## src/rtl/rf_host_config_sequencer_if.sv

```systemverilog
`default_nettype none
// ============================================================================
//  Module      : rf_host_config_sequencer_if
//  Description : Host-side bundle for the RF config sequencer. Carries the
//                command/payload request, the status strobes and the byte
//                stream towards the host UART TX.
//  Revision    : 1.0  initial release
// ============================================================================
interface rf_host_config_sequencer_if;
    logic       cmd_start;
    logic       cmd_config;
    logic       cmd_volatile;
    logic [1:0] cmd_run_mode;
    logic [7:0] cfg_addh;
    logic [7:0] cfg_addl;
    logic [7:0] cfg_sped;
    logic [7:0] cfg_chan;
    logic [7:0] cfg_option;
    logic [7:0] tx_data;
    logic       tx_valid;
    logic       tx_ready;
    logic       busy;
    logic       done;
    logic       error;

    // Host / UART side: issues commands, accepts bytes
    modport master (
        output cmd_start, cmd_config, cmd_volatile, cmd_run_mode,
        output cfg_addh, cfg_addl, cfg_sped, cfg_chan, cfg_option,
        output tx_ready,
        input  tx_data, tx_valid, busy, done, error
    );

    // Sequencer side
    modport slave (
        input  cmd_start, cmd_config, cmd_volatile, cmd_run_mode,
        input  cfg_addh, cfg_addl, cfg_sped, cfg_chan, cfg_option,
        input  tx_ready,
        output tx_data, tx_valid, busy, done, error
    );
endinterface
`default_nettype wire

```

## src/rtl/rf_host_config_sequencer.sv

```systemverilog
`default_nettype none
// ============================================================================
//  Module      : rf_host_config_sequencer
//  Description : Drives the transceiver M0/M1 pins, watches AUX and streams
//                the 6-byte parameter packet (HEAD,ADDH,ADDL,SPED,CHAN,OPTION)
//                into the host UART TX. Also performs plain mode switches.
//  Revision    : 1.0  initial release
// ============================================================================
module rf_host_config_sequencer #(
    parameter logic [7:0]  HEAD_DETECT_1  = 8'hC0,
    parameter logic [7:0]  HEAD_DETECT_2  = 8'hC2,
    parameter logic [1:0]  DEFAULT_MODE   = 2'd3,
    parameter int unsigned SETTLE_CYCLES  = 31250,
    parameter int unsigned BUSY_WINDOW    = 6511,
    parameter int unsigned TIMEOUT_CYCLES = 2500000
) (
    input  wire logic                 internal_clk,
    input  wire logic                 rst_n,
    input  wire logic                 AUX,
    output logic                      M0,
    output logic                      M1,
    rf_host_config_sequencer_if.slave bus
);

    localparam int unsigned WAIT_MAX = (SETTLE_CYCLES > BUSY_WINDOW) ? SETTLE_CYCLES : BUSY_WINDOW;
    localparam int          WAIT_W   = $clog2(WAIT_MAX + 1);
    localparam int          TMO_W    = $clog2(TIMEOUT_CYCLES + 1);

    localparam logic [WAIT_W-1:0] SETTLE_LAST = WAIT_W'(SETTLE_CYCLES - 1);
    localparam logic [WAIT_W-1:0] WINDOW_LAST = WAIT_W'(BUSY_WINDOW - 1);
    localparam logic [TMO_W-1:0]  TMO_LAST    = TMO_W'(TIMEOUT_CYCLES - 1);

    typedef enum logic [2:0] {
        ST_IDLE      = 3'd0,
        ST_WAIT_RDY  = 3'd1,
        ST_SEND      = 3'd2,
        ST_WAIT_BUSY = 3'd3,
        ST_WAIT_DONE = 3'd4,
        ST_EXIT_RDY  = 3'd5,
        ST_DONE      = 3'd6,
        ST_ABORT     = 3'd7
    } state_t;

    state_t            state;
    state_t            state_nxt;
    logic              aux_meta;
    logic              aux_s;
    logic [1:0]        mode;
    logic [1:0]        run_mode_q;
    logic [7:0]        head_q;
    logic [7:0]        addh_q;
    logic [7:0]        addl_q;
    logic [7:0]        sped_q;
    logic [7:0]        chan_q;
    logic [7:0]        option_q;
    logic [2:0]        idx;
    logic [WAIT_W-1:0] wait_cnt;
    logic [TMO_W-1:0]  tmo_cnt;
    logic [7:0]        pkt_byte;
    logic              accept;
    logic              apply_run;
    logic              settle_ok;
    logic              tmo_hit;
    logic              handshake;
    logic              entering;
    logic              timed_state;

    // Settle needs SETTLE_CYCLES consecutive ready samples; this is the last one.
    assign settle_ok   = aux_s && (wait_cnt == SETTLE_LAST);
    assign timed_state = state inside {ST_WAIT_RDY, ST_SEND, ST_WAIT_DONE, ST_EXIT_RDY};
    assign tmo_hit     = timed_state && (tmo_cnt == TMO_LAST);
    assign handshake   = (state == ST_SEND) && bus.tx_ready;
    assign entering    = (state_nxt != state);

    assign bus.tx_valid = (state == ST_SEND);
    assign bus.tx_data  = (state == ST_SEND) ? pkt_byte : 8'h00;
    assign bus.busy     = (state != ST_IDLE);
    assign bus.done     = (state == ST_DONE);
    assign bus.error    = (state == ST_ABORT);
    assign M1           = mode[1];
    assign M0           = mode[0];

    // Bring the asynchronous AUX pin into the clock domain; it idles "ready".
    always_ff @(posedge internal_clk or negedge rst_n) begin
        if (!rst_n) begin
            aux_meta <= 1'b1;
            aux_s    <= 1'b1;
        end else begin
            aux_meta <= AUX;
            aux_s    <= aux_meta;
        end
    end

    // State register.
    always_ff @(posedge internal_clk or negedge rst_n) begin
        if (!rst_n) begin
            state <= ST_IDLE;
        end else begin
            state <= state_nxt;
        end
    end

    // Next-state decode; progress wins over a timeout landing on the same cycle.
    always_comb begin
        state_nxt = state;
        accept    = 1'b0;
        apply_run = 1'b0;
        case (state)
            ST_IDLE: begin
                if (bus.cmd_start) begin
                    accept    = 1'b1;
                    state_nxt = bus.cmd_config ? ST_WAIT_RDY : ST_EXIT_RDY;
                end
            end
            ST_WAIT_RDY: begin
                if (settle_ok)    state_nxt = ST_SEND;
                else if (tmo_hit) state_nxt = ST_ABORT;
            end
            ST_SEND: begin
                if (handshake && (idx == 3'd5)) state_nxt = ST_WAIT_BUSY;
                else if (tmo_hit)               state_nxt = ST_ABORT;
            end
            ST_WAIT_BUSY: begin
                if (!aux_s || (wait_cnt == WINDOW_LAST)) state_nxt = ST_WAIT_DONE;
            end
            ST_WAIT_DONE: begin
                if (settle_ok) begin
                    state_nxt = ST_EXIT_RDY;
                    apply_run = 1'b1;
                end else if (tmo_hit) begin
                    state_nxt = ST_ABORT;
                end
            end
            ST_EXIT_RDY: begin
                if (settle_ok)    state_nxt = ST_DONE;
                else if (tmo_hit) state_nxt = ST_ABORT;
            end
            ST_DONE:  state_nxt = ST_IDLE;
            ST_ABORT: state_nxt = ST_IDLE;
            default:  state_nxt = ST_IDLE;
        endcase
        // An abort always hands the transceiver back in the requested run mode.
        if ((state != ST_ABORT) && (state_nxt == ST_ABORT)) apply_run = 1'b1;
    end

    // Select the packet byte currently offered to the UART.
    always_comb begin
        pkt_byte = 8'h00;
        case (idx)
            3'd0:    pkt_byte = head_q;
            3'd1:    pkt_byte = addh_q;
            3'd2:    pkt_byte = addl_q;
            3'd3:    pkt_byte = sped_q;
            3'd4:    pkt_byte = chan_q;
            3'd5:    pkt_byte = option_q;
            default: pkt_byte = 8'h00;
        endcase
    end

    // Capture the request on acceptance so later input changes cannot corrupt the packet.
    always_ff @(posedge internal_clk or negedge rst_n) begin
        if (!rst_n) begin
            run_mode_q <= 2'b00;
            head_q     <= 8'h00;
            addh_q     <= 8'h00;
            addl_q     <= 8'h00;
            sped_q     <= 8'h00;
            chan_q     <= 8'h00;
            option_q   <= 8'h00;
        end else if (accept) begin
            run_mode_q <= bus.cmd_run_mode;
            head_q     <= bus.cmd_volatile ? HEAD_DETECT_2 : HEAD_DETECT_1;
            addh_q     <= bus.cfg_addh;
            addl_q     <= bus.cfg_addl;
            sped_q     <= bus.cfg_sped;
            chan_q     <= bus.cfg_chan;
            option_q   <= bus.cfg_option;
        end
    end

    // Mode pins: config mode (or direct run mode) on accept, run mode at the end or on abort.
    always_ff @(posedge internal_clk or negedge rst_n) begin
        if (!rst_n) begin
            mode <= DEFAULT_MODE;
        end else if (accept) begin
            mode <= bus.cmd_config ? 2'b11 : bus.cmd_run_mode;
        end else if (apply_run) begin
            mode <= run_mode_q;
        end
    end

    // Packet byte index; advances on each accepted byte and parks on the last one.
    always_ff @(posedge internal_clk or negedge rst_n) begin
        if (!rst_n) begin
            idx <= 3'd0;
        end else if (accept) begin
            idx <= 3'd0;
        end else if (handshake && (idx != 3'd5)) begin
            idx <= idx + 3'd1;
        end
    end

    // Settle / busy-window counter, restarted on every state change.
    always_ff @(posedge internal_clk or negedge rst_n) begin
        if (!rst_n) begin
            wait_cnt <= '0;
        end else if (entering) begin
            wait_cnt <= '0;
        end else if (state == ST_WAIT_BUSY) begin
            wait_cnt <= wait_cnt + 1'b1;
        end else if (state inside {ST_WAIT_RDY, ST_WAIT_DONE, ST_EXIT_RDY}) begin
            wait_cnt <= aux_s ? (wait_cnt + 1'b1) : '0;
        end else begin
            wait_cnt <= '0;
        end
    end

    // Timeout counter, restarted on every state change, runs only in guarded states.
    always_ff @(posedge internal_clk or negedge rst_n) begin
        if (!rst_n) begin
            tmo_cnt <= '0;
        end else if (entering || !timed_state) begin
            tmo_cnt <= '0;
        end else begin
            tmo_cnt <= tmo_cnt + 1'b1;
        end
    end

endmodule
`default_nettype wire
```

## src/flat_wrapper.sv

```systemverilog
// flat-port wrapper written by rule: the top's interface ports become plain ports
module rf_host_config_sequencer_flat 
#(
    parameter logic [7:0]  HEAD_DETECT_1  = 8'hC0,
    parameter logic [7:0]  HEAD_DETECT_2  = 8'hC2,
    parameter logic [1:0]  DEFAULT_MODE   = 2'd3,
    parameter int unsigned SETTLE_CYCLES  = 31250,
    parameter int unsigned BUSY_WINDOW    = 6511,
    parameter int unsigned TIMEOUT_CYCLES = 2500000
)
  (internal_clk, rst_n, AUX, M0, M1, bus_cmd_start, bus_cmd_config, bus_cmd_volatile, bus_cmd_run_mode, bus_cfg_addh, bus_cfg_addl, bus_cfg_sped, bus_cfg_chan, bus_cfg_option, bus_tx_ready, bus_tx_data, bus_tx_valid, bus_busy, bus_done, bus_error);
  rf_host_config_sequencer_if bus_i ();
  input  wire logic internal_clk;
  input  wire logic rst_n;
  input  wire logic AUX;
  output logic M0;
  output logic M1;
  input wire logic [$bits(bus_i.cmd_start)-1:0] bus_cmd_start;
  input wire logic [$bits(bus_i.cmd_config)-1:0] bus_cmd_config;
  input wire logic [$bits(bus_i.cmd_volatile)-1:0] bus_cmd_volatile;
  input wire logic [$bits(bus_i.cmd_run_mode)-1:0] bus_cmd_run_mode;
  input wire logic [$bits(bus_i.cfg_addh)-1:0] bus_cfg_addh;
  input wire logic [$bits(bus_i.cfg_addl)-1:0] bus_cfg_addl;
  input wire logic [$bits(bus_i.cfg_sped)-1:0] bus_cfg_sped;
  input wire logic [$bits(bus_i.cfg_chan)-1:0] bus_cfg_chan;
  input wire logic [$bits(bus_i.cfg_option)-1:0] bus_cfg_option;
  input wire logic [$bits(bus_i.tx_ready)-1:0] bus_tx_ready;
  output wire logic [$bits(bus_i.tx_data)-1:0] bus_tx_data;
  output wire logic [$bits(bus_i.tx_valid)-1:0] bus_tx_valid;
  output wire logic [$bits(bus_i.busy)-1:0] bus_busy;
  output wire logic [$bits(bus_i.done)-1:0] bus_done;
  output wire logic [$bits(bus_i.error)-1:0] bus_error;
  assign bus_i.cmd_start = bus_cmd_start;
  assign bus_i.cmd_config = bus_cmd_config;
  assign bus_i.cmd_volatile = bus_cmd_volatile;
  assign bus_i.cmd_run_mode = bus_cmd_run_mode;
  assign bus_i.cfg_addh = bus_cfg_addh;
  assign bus_i.cfg_addl = bus_cfg_addl;
  assign bus_i.cfg_sped = bus_cfg_sped;
  assign bus_i.cfg_chan = bus_cfg_chan;
  assign bus_i.cfg_option = bus_cfg_option;
  assign bus_i.tx_ready = bus_tx_ready;
  assign bus_tx_data = bus_i.tx_data;
  assign bus_tx_valid = bus_i.tx_valid;
  assign bus_busy = bus_i.busy;
  assign bus_done = bus_i.done;
  assign bus_error = bus_i.error;
  rf_host_config_sequencer #(.HEAD_DETECT_1(HEAD_DETECT_1), .HEAD_DETECT_2(HEAD_DETECT_2), .DEFAULT_MODE(DEFAULT_MODE), .SETTLE_CYCLES(SETTLE_CYCLES), .BUSY_WINDOW(BUSY_WINDOW), .TIMEOUT_CYCLES(TIMEOUT_CYCLES)) u_core (.internal_clk(internal_clk), .rst_n(rst_n), .AUX(AUX), .M0(M0), .M1(M1), .bus(bus_i));
endmodule
```

## config.mk

```make
export PLATFORM = sky130hd
export DESIGN_NAME = rf_host_config_sequencer_flat
export DESIGN_NICKNAME = d
export VERILOG_FILES = /design/src/rtl/rf_host_config_sequencer_if.sv /design/src/rtl/rf_host_config_sequencer.sv /design/src/flat_wrapper.sv
export SDC_FILE = /design/constraint.sdc
export NUM_CORES = 1
export LEC_CHECK = 0
export ABC_AREA = 1
export BUFFER_PORTS_ARGS = -buffer_cell sky130_fd_sc_hd__buf_2
export CAP_MARGIN = 40
export CORE_MARGIN = 10
export CORE_UTILIZATION = 58
export DETAILED_ROUTE_END_ITERATION = 10
export GPL_ROUTABILITY_DRIVEN = 0
export PLACE_DENSITY = 0.81
export SLEW_MARGIN = 0
export SYNTH_ARGS = -nofsm -noshare
export SYNTH_HDL_FRONTEND = slang
export SYNTH_SLANG_ARGS = --single-unit
```

## constraint.sdc

```tcl
create_clock -name internal_clk -period 2.1 [get_ports internal_clk]
set_input_delay 0.105 -clock internal_clk [delete_from_list [all_inputs] [get_ports internal_clk]]
set_output_delay 0.105 -clock internal_clk [all_outputs]
set_load 0.01 [all_outputs]
```

Word-level counts from Yosys, hierarchy flattened
Index checks and enable logic that the tools add are counted.
{"block": "classes", "addsub": 3, "n_eq_ne": 19, "muxes": 27, "reduce_logical": 18}
{"op": "2-to-1 mux 15 bit", "count": 4}
{"op": "case mux 8 bit (6 select lines)", "count": 1}
{"op": "2-to-1 mux 3 bit", "count": 10}
{"op": "adder 22 x 1 -> 22 bit, second input constant", "count": 1}
{"op": "equality test 22 bit, second input constant", "count": 1}
{"op": "2-to-1 mux 22 bit", "count": 1}
{"op": "equality test 3 bit, second input constant", "count": 7}
{"op": "case mux 3 bit (7 select lines)", "count": 1}
{"op": "adder 15 x 1 -> 15 bit, second input constant", "count": 1}
{"op": "equality test 15 x 13 -> 1 bit, second input constant", "count": 1}
{"op": "equality test 15 bit, second input constant", "count": 1}
{"op": "equality test 3 x 2 -> 1 bit, second input constant", "count": 4}
{"op": "2-to-1 mux 2 bit", "count": 4}
{"op": "2-to-1 mux 8 bit", "count": 1}
{"op": "equality test 3 x 1 -> 1 bit, second input constant", "count": 2}
{"op": "logical AND 1 bit", "count": 6}
{"op": "logical NOT 3 bit", "count": 2}
{"op": "!= test 3 bit, second input constant", "count": 2}
{"op": "nonzero test 3 bit", "count": 2}
{"op": "2-to-1 mux 1 bit", "count": 5}
{"op": "nonzero test 2 bit", "count": 2}
{"op": "nonzero test 4 bit", "count": 1}
{"op": "adder 3 x 1 -> 3 bit, second input constant", "count": 1}
{"op": "!= test 3 bit", "count": 1}
{"op": "other kinds (3)", "count": 5}
{"block": "word_totals", "register_bits": 97, "input_bits": 49, "out_inout_bits": 14, "elab_cells": 81}

Depth between registers and ports, before layout
{"block": "logic_depth", "depth_word": 11, "mapped_depth": 15, "mapped_depth_nobuf": 15}

Least setup slack after synthesis
No wires, ideal clock.
{"block": "synth_path", "path_kind": "reg2reg", "from": "reg u_core.idx[0]", "to": "reg u_core.tmo_cnt[6]", "setup_ns": 0.068, "arrival_time_ns": 1.677, "required_time_ns": 2.032, "setup_slack_ns": 0.355, "stages_incl_launch_ff": 12, "n_path_buf": 1, "period_less_slack_ns": 1.745, "cell_sequence": "dfrtp_1 -> ha_1 -> nand2_1 -> inv_1 -> nand3_1 -> nand2_1 -> nor2_4 -> nand3_4 -> nand2_4 -> nand3b_4 -> buf_12 -> nor2_4"}
{"block": "synth_via", "elab_chain_cells": 7}
{"item": "start, declared", "line_no": "rf_host_config_sequencer.sv:56", "rtl": "logic [2:0] idx;"}
{"item": "start signal, assigned", "line_no": "rf_host_config_sequencer.sv:199", "rtl": "idx <= idx + 3'd1;"}
{"item": "equality test 3 bit", "line_no": "rf_host_config_sequencer.sv:120", "rtl": "if (handshake && (idx == 3'd5)) state_nxt = ST_WAIT_BUSY;"}
{"item": "logical AND 1 bit", "line_no": "rf_host_config_sequencer.sv:120"}
{"item": "2-to-1 mux 3 bit", "line_no": "rf_host_config_sequencer.sv:120"}
{"item": "case mux 3 bit (7 select lines)", "line_no": "rf_host_config_sequencer.sv:108", "rtl": "case (state)"}
{"item": "via u_core.state_nxt[0]", "line_no": "rf_host_config_sequencer.sv:45", "rtl": "state_t state_nxt;"}
{"item": "!= test 3 bit", "line_no": "rf_host_config_sequencer.sv:73", "rtl": "assign entering = (state_nxt != state);"}
{"item": "logical OR 1 bit", "line_no": "rf_host_config_sequencer.sv:222", "rtl": "end else if (entering || !timed_state) begin"}
{"item": "2-to-1 mux 22 bit", "line_no": "rf_host_config_sequencer.sv:222"}
{"item": "end signal, assigned", "line_no": "rf_host_config_sequencer.sv:225", "rtl": "tmo_cnt <= tmo_cnt + 1'b1;"}
{"item": "end, declared", "line_no": "rf_host_config_sequencer.sv:58", "rtl": "logic [TMO_W-1:0] tmo_cnt;"}
The timed path passes the listed nets, and every way through them passes these cells.
A chain may end at the register's enable or synchronous reset.

Worst setup path in the final report
{"block": "layout_path", "from": "reg u_core.idx[0]", "to": "out bus_tx_data[5]"}
{"block": "layout_via", "elab_chain_cells": 3, "word_cells_on_any_way": 8, "cone_classes": "eq/ne (5); mux (2); reduce/logical (1)"}
{"item": "equality test 3 bit (tied with other cells)", "line_no": "rf_host_config_sequencer.sv:149", "rtl": "case (idx)"}
{"item": "case mux 8 bit (6 select lines) (*)", "line_no": "rf_host_config_sequencer.sv:149"}
{"item": "2-to-1 mux 8 bit (*)", "line_no": "rf_host_config_sequencer.sv:76", "rtl": "assign bus.tx_data = (state == ST_SEND) ? pkt_byte : 8'h00;"}
{"item": "end, declared", "line_no": "flat_wrapper.sv:28", "rtl": "output wire logic [$bits(bus_i.tx_data)-1:0] bus_tx_data;"}
Mark *: on every way between the ends. The rest lies on a longest branch, timed or not.

==> results by stage <==
Drt:
- The final layout contains routed wiring with a total length of roughly 13 mm.
- The number of antenna-violating nets in the routed design is 0.
- The detailed-route DRC error count is 0.
- The first detailed-routing pass took 5 iterations.
- Using the TritonRoute via totals, the vias-per-cell ratio works out to approximately 5.4.
- The detailed router placed roughly 4,400 vias in this run.
- The detailed-route wire length per cell is ~16 um.
- The first routing iteration left about 230 violations.

Worst setup path:
- The worst reg2reg path endpoint is u_core.tmo_cnt[21]$_DFF_PN0_.
- Counting cells, the worst reg-to-reg path comes to 13.
- STA classifies the critical path endpoint as a primary output.
- The cell depth of the worst setup path is 7.
- Together, buffers and inverters on the worst path number 1.
- The signal arrival time at the worst endpoint is approximately 2.0 ns.
- The launching point of the worst reg2reg path is u_core.tmo_cnt[0]$_DFF_PN0_.
- The maximum net fanout on the critical path is 7.
- The data required time at the worst endpoint is roughly 2.0 ns.
- The reg2reg setup slack is ~0.14 ns.
- The end point of the critical path is bus_tx_data[5].
- The master of the slowest instance on the critical path is sky130_fd_sc_hd__dfrtp_1.
- The critical path goes through ha_1 > ha_4 > nand2_1 > o221ai_1 > a221oi_2 > nor2_1 > buf_2.
- The worst setup path is of the flop to primary output kind.
- The type of origin of the critical path is a flop.
- The timing startpoint of the critical path is u_core.idx[0]$_DFFE_PN0P_.
- In this design, the stage delay of the slowest critical-path cell is around 0.44 ns.
- In this design, the largest share of critical-path delay is due to adder cells.

GRT:
- The number of global-route vias before repair is ~4,600.
- The initial antenna violation count came to 1.
- Across every metal layer, demand over resource in global routing totals 0.204.
- The first-pass GRT wire length is about 22 mm.
- The maximum number of pins on one net before global-route repair is 48.
- The sum of overflow across all layers after global routing is 0.

Yosys:
- The synthesis-stage register bit count is just over 90.
- The share of flip-flops with an asynchronous set or reset after synthesis is 1.00.
- Of the synthesized area, sequential elements account for 0.457.
- The cell count after synthesis came out at about 600.
- Yosys mapped a number of flops with a built-in enable equal to 0.
- The synthesized netlist occupies a cell area of between 0.004 and 0.005 mm^2.
- The mean instance size in the synthesized netlist is between 8 and 9 um^2.
- The yosys synthesis warning count is 0.
- In the synthesized netlist the dominant register cell turns out to be sky130_fd_sc_hd__dfrtp_1.
- The number of different library cells used by synthesis comes to 38.
- The number of nets in the synthesized netlist is around 660.

Clocking:
- The clock root buffer is sky130_fd_sc_hd__clkbuf_8.
- The number of levels in the clock H-tree is 3.
- The number of clock buffers added by TritonCTS is 9.
- TritonCTS built the clock tree.
- The clock latency on the worst-skew pair is about 0.37 ns.
- The CTS sink count is 91.
- The number of buffers on the longest clock path is 2.
- The clock-pin slew on the worst setup and hold paths is 0.10 ns.

STA:
- Once routing completed, OpenROAD measured the worst setup slack at 0.0374 ns.
- The highest clock frequency the design can meet is approximately 480 MHz.
- The transition time of the tightest slew-check pin is 0.621 ns.
- The time the worst path needs with I/O delays and setup is 2.06 ns.
- The number of endpoints with negative hold slack in the final report is 0.
- The max-slew violation count was 0.
- Setup repair after global routing could not meet its margin everywhere.
- The worst slew margin relative to its limit is 0.586.
- In the finished design, the share of the clock period the worst path needs comes to 0.982.
- The setup violation total in the final timing report is 0.
- For the final database, setup skew stands at around 0.011 ns.
- For the final routed database, the setup TNS stands at 0 ns.

Floorplan:
- After floorplanning, the core was divided into 33 placement rows.
- The vertical extent of the die is around 110 um.
- From left edge to right edge, the die measures roughly 110 um.
- For this configuration, the core starts out at a cell density of 0.602.
- In this run the standard cell core region covers between 0.008 and 0.009 mm^2.
- The die covers between 0.01 and 0.015 mm^2.
- For this design the top-level I/O count stands at 63.

Power:
- The peak ir drop on the vdd network is 0.384 mV.
- The power density of the placed cells is approximately 540 mW/mm^2.
- The standby leakage power is between 3 and 4 nW.

Placement:
- Timing analysis after detailed placement gives a worst setup slack of about 0.066 ns.
- In this run the tool buffered the top-level ports with between 60 and 70 buffer cells.
- The post-DP HPWL is between 8 and 9 mm.

Finish:
- In the final layout, the share of cells above drive strength 1 is 0.236.
- The final net count is 769.
- The relative area change from synthesis to final layout is 24.6%.
- In the layout the commonest cells are sky130_fd_sc_hd__nand2_1, sky130_fd_sc_hd__dfrtp_1, sky130_fd_sc_hd__inv_1, sky130_fd_sc_hd__buf_2, sky130_fd_sc_hd__nor2_1.
- The antenna diode count is 0.
- Leaving out fill and tap cells, the most frequent cell in the layout is sky130_fd_sc_hd__nand2_1.

Worst hold path:
- The path class of the tightest hold or removal check is primary input to flop.

Status:
- The run finished with clean final reports.

Job:
- The max-cap violation count is 0.
-- worst min-delay path by stage --
stage | depth (start not counted) | to | startpoint | slack, ns
after floorplan | 0 | u_core.addh_q[0]$_DFFE_PN0P_ | rst_n | -0.19
after global placement | 1 | u_core.wait_cnt[11]$_DFF_PN0_ | rst_n | 0.16
after detailed placement | 1 | u_core.wait_cnt[10]$_DFF_PN0_ | rst_n | 0.16
after CTS | 3 | u_core.state[2]$_DFF_PN0_ | bus_cmd_config | 0.1
after global routing | 3 | u_core.state[2]$_DFF_PN0_ | bus_cmd_config | 0.14
final | 5 | u_core.mode[1]$_DFFE_PN1P_ | bus_cmd_config | 0.12
-- tightest hold or removal path, stage by stage --
cell                      delay [ns]
sky130_fd_sc_hd__buf_2          0.11
sky130_fd_sc_hd__nor2_1         0.09
sky130_fd_sc_hd__o21ai_0        0.08
sky130_fd_sc_hd__nand2_1        0.07
sky130_fd_sc_hd__nand2_1        0.04
-- state kept, by name (all words and copies together) (netlist names) --
| signal | cells |
|---|---|
| u_core.addh_q | 8 |
| u_core.option_q | 8 |
| u_core.head_q | 2 |
| u_core.addl_q | 8 |
| u_core.sped_q | 8 |
| u_core.idx | 3 |
| u_core.wait_cnt | 15 |
| u_core.state | 3 |
| u_core.mode | 2 |
| u_core.aux_meta | 1 |
| u_core.aux_s | 1 |
| u_core.tmo_cnt | 22 |
| u_core.run_mode_q | 2 |
| u_core.chan_q | 8 |
-- where the power goes --
part / switching, mW / total (mW) / internal [mW]
logic: 0.0827 / 0.188 / 0.106
clock network: 0.655 / 1.39 / 0.740
registers: 0.00828 / 1.77 / 1.76
total: 0.746 / 3.35 / 2.60
-- cells by family after synthesis --
| family | count (synthesis) | share of synthesized area |
|---|---|---|
| compound gates | 61 | 0.0729 |
| xor+xnor | 24 | 0.0421 |
| fa+ha+maj | 9 | 0.0225 |
| buf+inv | 90 | 0.0794 |
| flops | 91 | 0.457 |
| simple gates | 322 | 0.326 |
-- area by class of cell --
cell class | count | area [um^2]
clock inverters | 5 | 83.8
well taps | 105 | 131
inverters | 76 | 288
repair buffers | 117 | 888
flip-flops and latches | 91 | 2280
multi-input cells | 416 | 2400
fillers | 574 | 2070
clock buffers | 11 | 151
-- layer usage --
metal / part of all wire / routed length, um / track usage
met2: 0.51 / 6470 / 0.350
met5: 0.0010 / 13 / 0
met4: 0.033 / 424 / 0.0871
met3: 0.060 / 773 / 0.0470
met1: 0.40 / 5120 / 0.239
-- cell usage after synthesis, types with 5 or more instances --
cell                       number  share of area
sky130_fd_sc_hd__nor2_1        49          0.037
sky130_fd_sc_hd__buf_2          6         0.0060
sky130_fd_sc_hd__o22ai_1        9          0.011
sky130_fd_sc_hd__dfrtp_1       87           0.44
sky130_fd_sc_hd__xor2_1        19          0.033
sky130_fd_sc_hd__xnor2_1        5         0.0088
sky130_fd_sc_hd__nor2_4        33          0.074
sky130_fd_sc_hd__o21ai_0       32          0.032
sky130_fd_sc_hd__nand3_1       27          0.027
sky130_fd_sc_hd__nand2_1      176           0.13
sky130_fd_sc_hd__inv_1         69          0.052
sky130_fd_sc_hd__clkbuf_1       5         0.0038
sky130_fd_sc_hd__ha_1           9          0.023
sky130_fd_sc_hd__nand4_1        8          0.010
sky130_fd_sc_hd__inv_2          6         0.0045
sky130_fd_sc_hd__nor3_1         7         0.0070
sky130_fd_sc_hd__nand2_2        6         0.0075
-- metrics by stage --
step	hold slack, ns	instance area [um^2]	util	power, mW	cells
2_1_floorplan	-0.191	5000	-	1.83	597
3_3_place_gp	0.160	5430	0.654	1.91	758
3_5_place_dp	0.163	5430	0.654	1.92	758
4_1_cts	0.0959	6120	0.738	3.35	819
5_1_grt	0.143	6230	0.750	3.46	821
6_report	0.117	6230	0.750	3.35	821
-- what timing repair did --
item,4_1_cts,5_1_grt
pin swaps,0,4
hold endpoints to repair,86,0
setup buffers,0,2
resized for setup,3,17
endpoints found under the setup margin,6,58
hold buffers,45,0
Note: power is estimated with default switching activity, not from simulation.
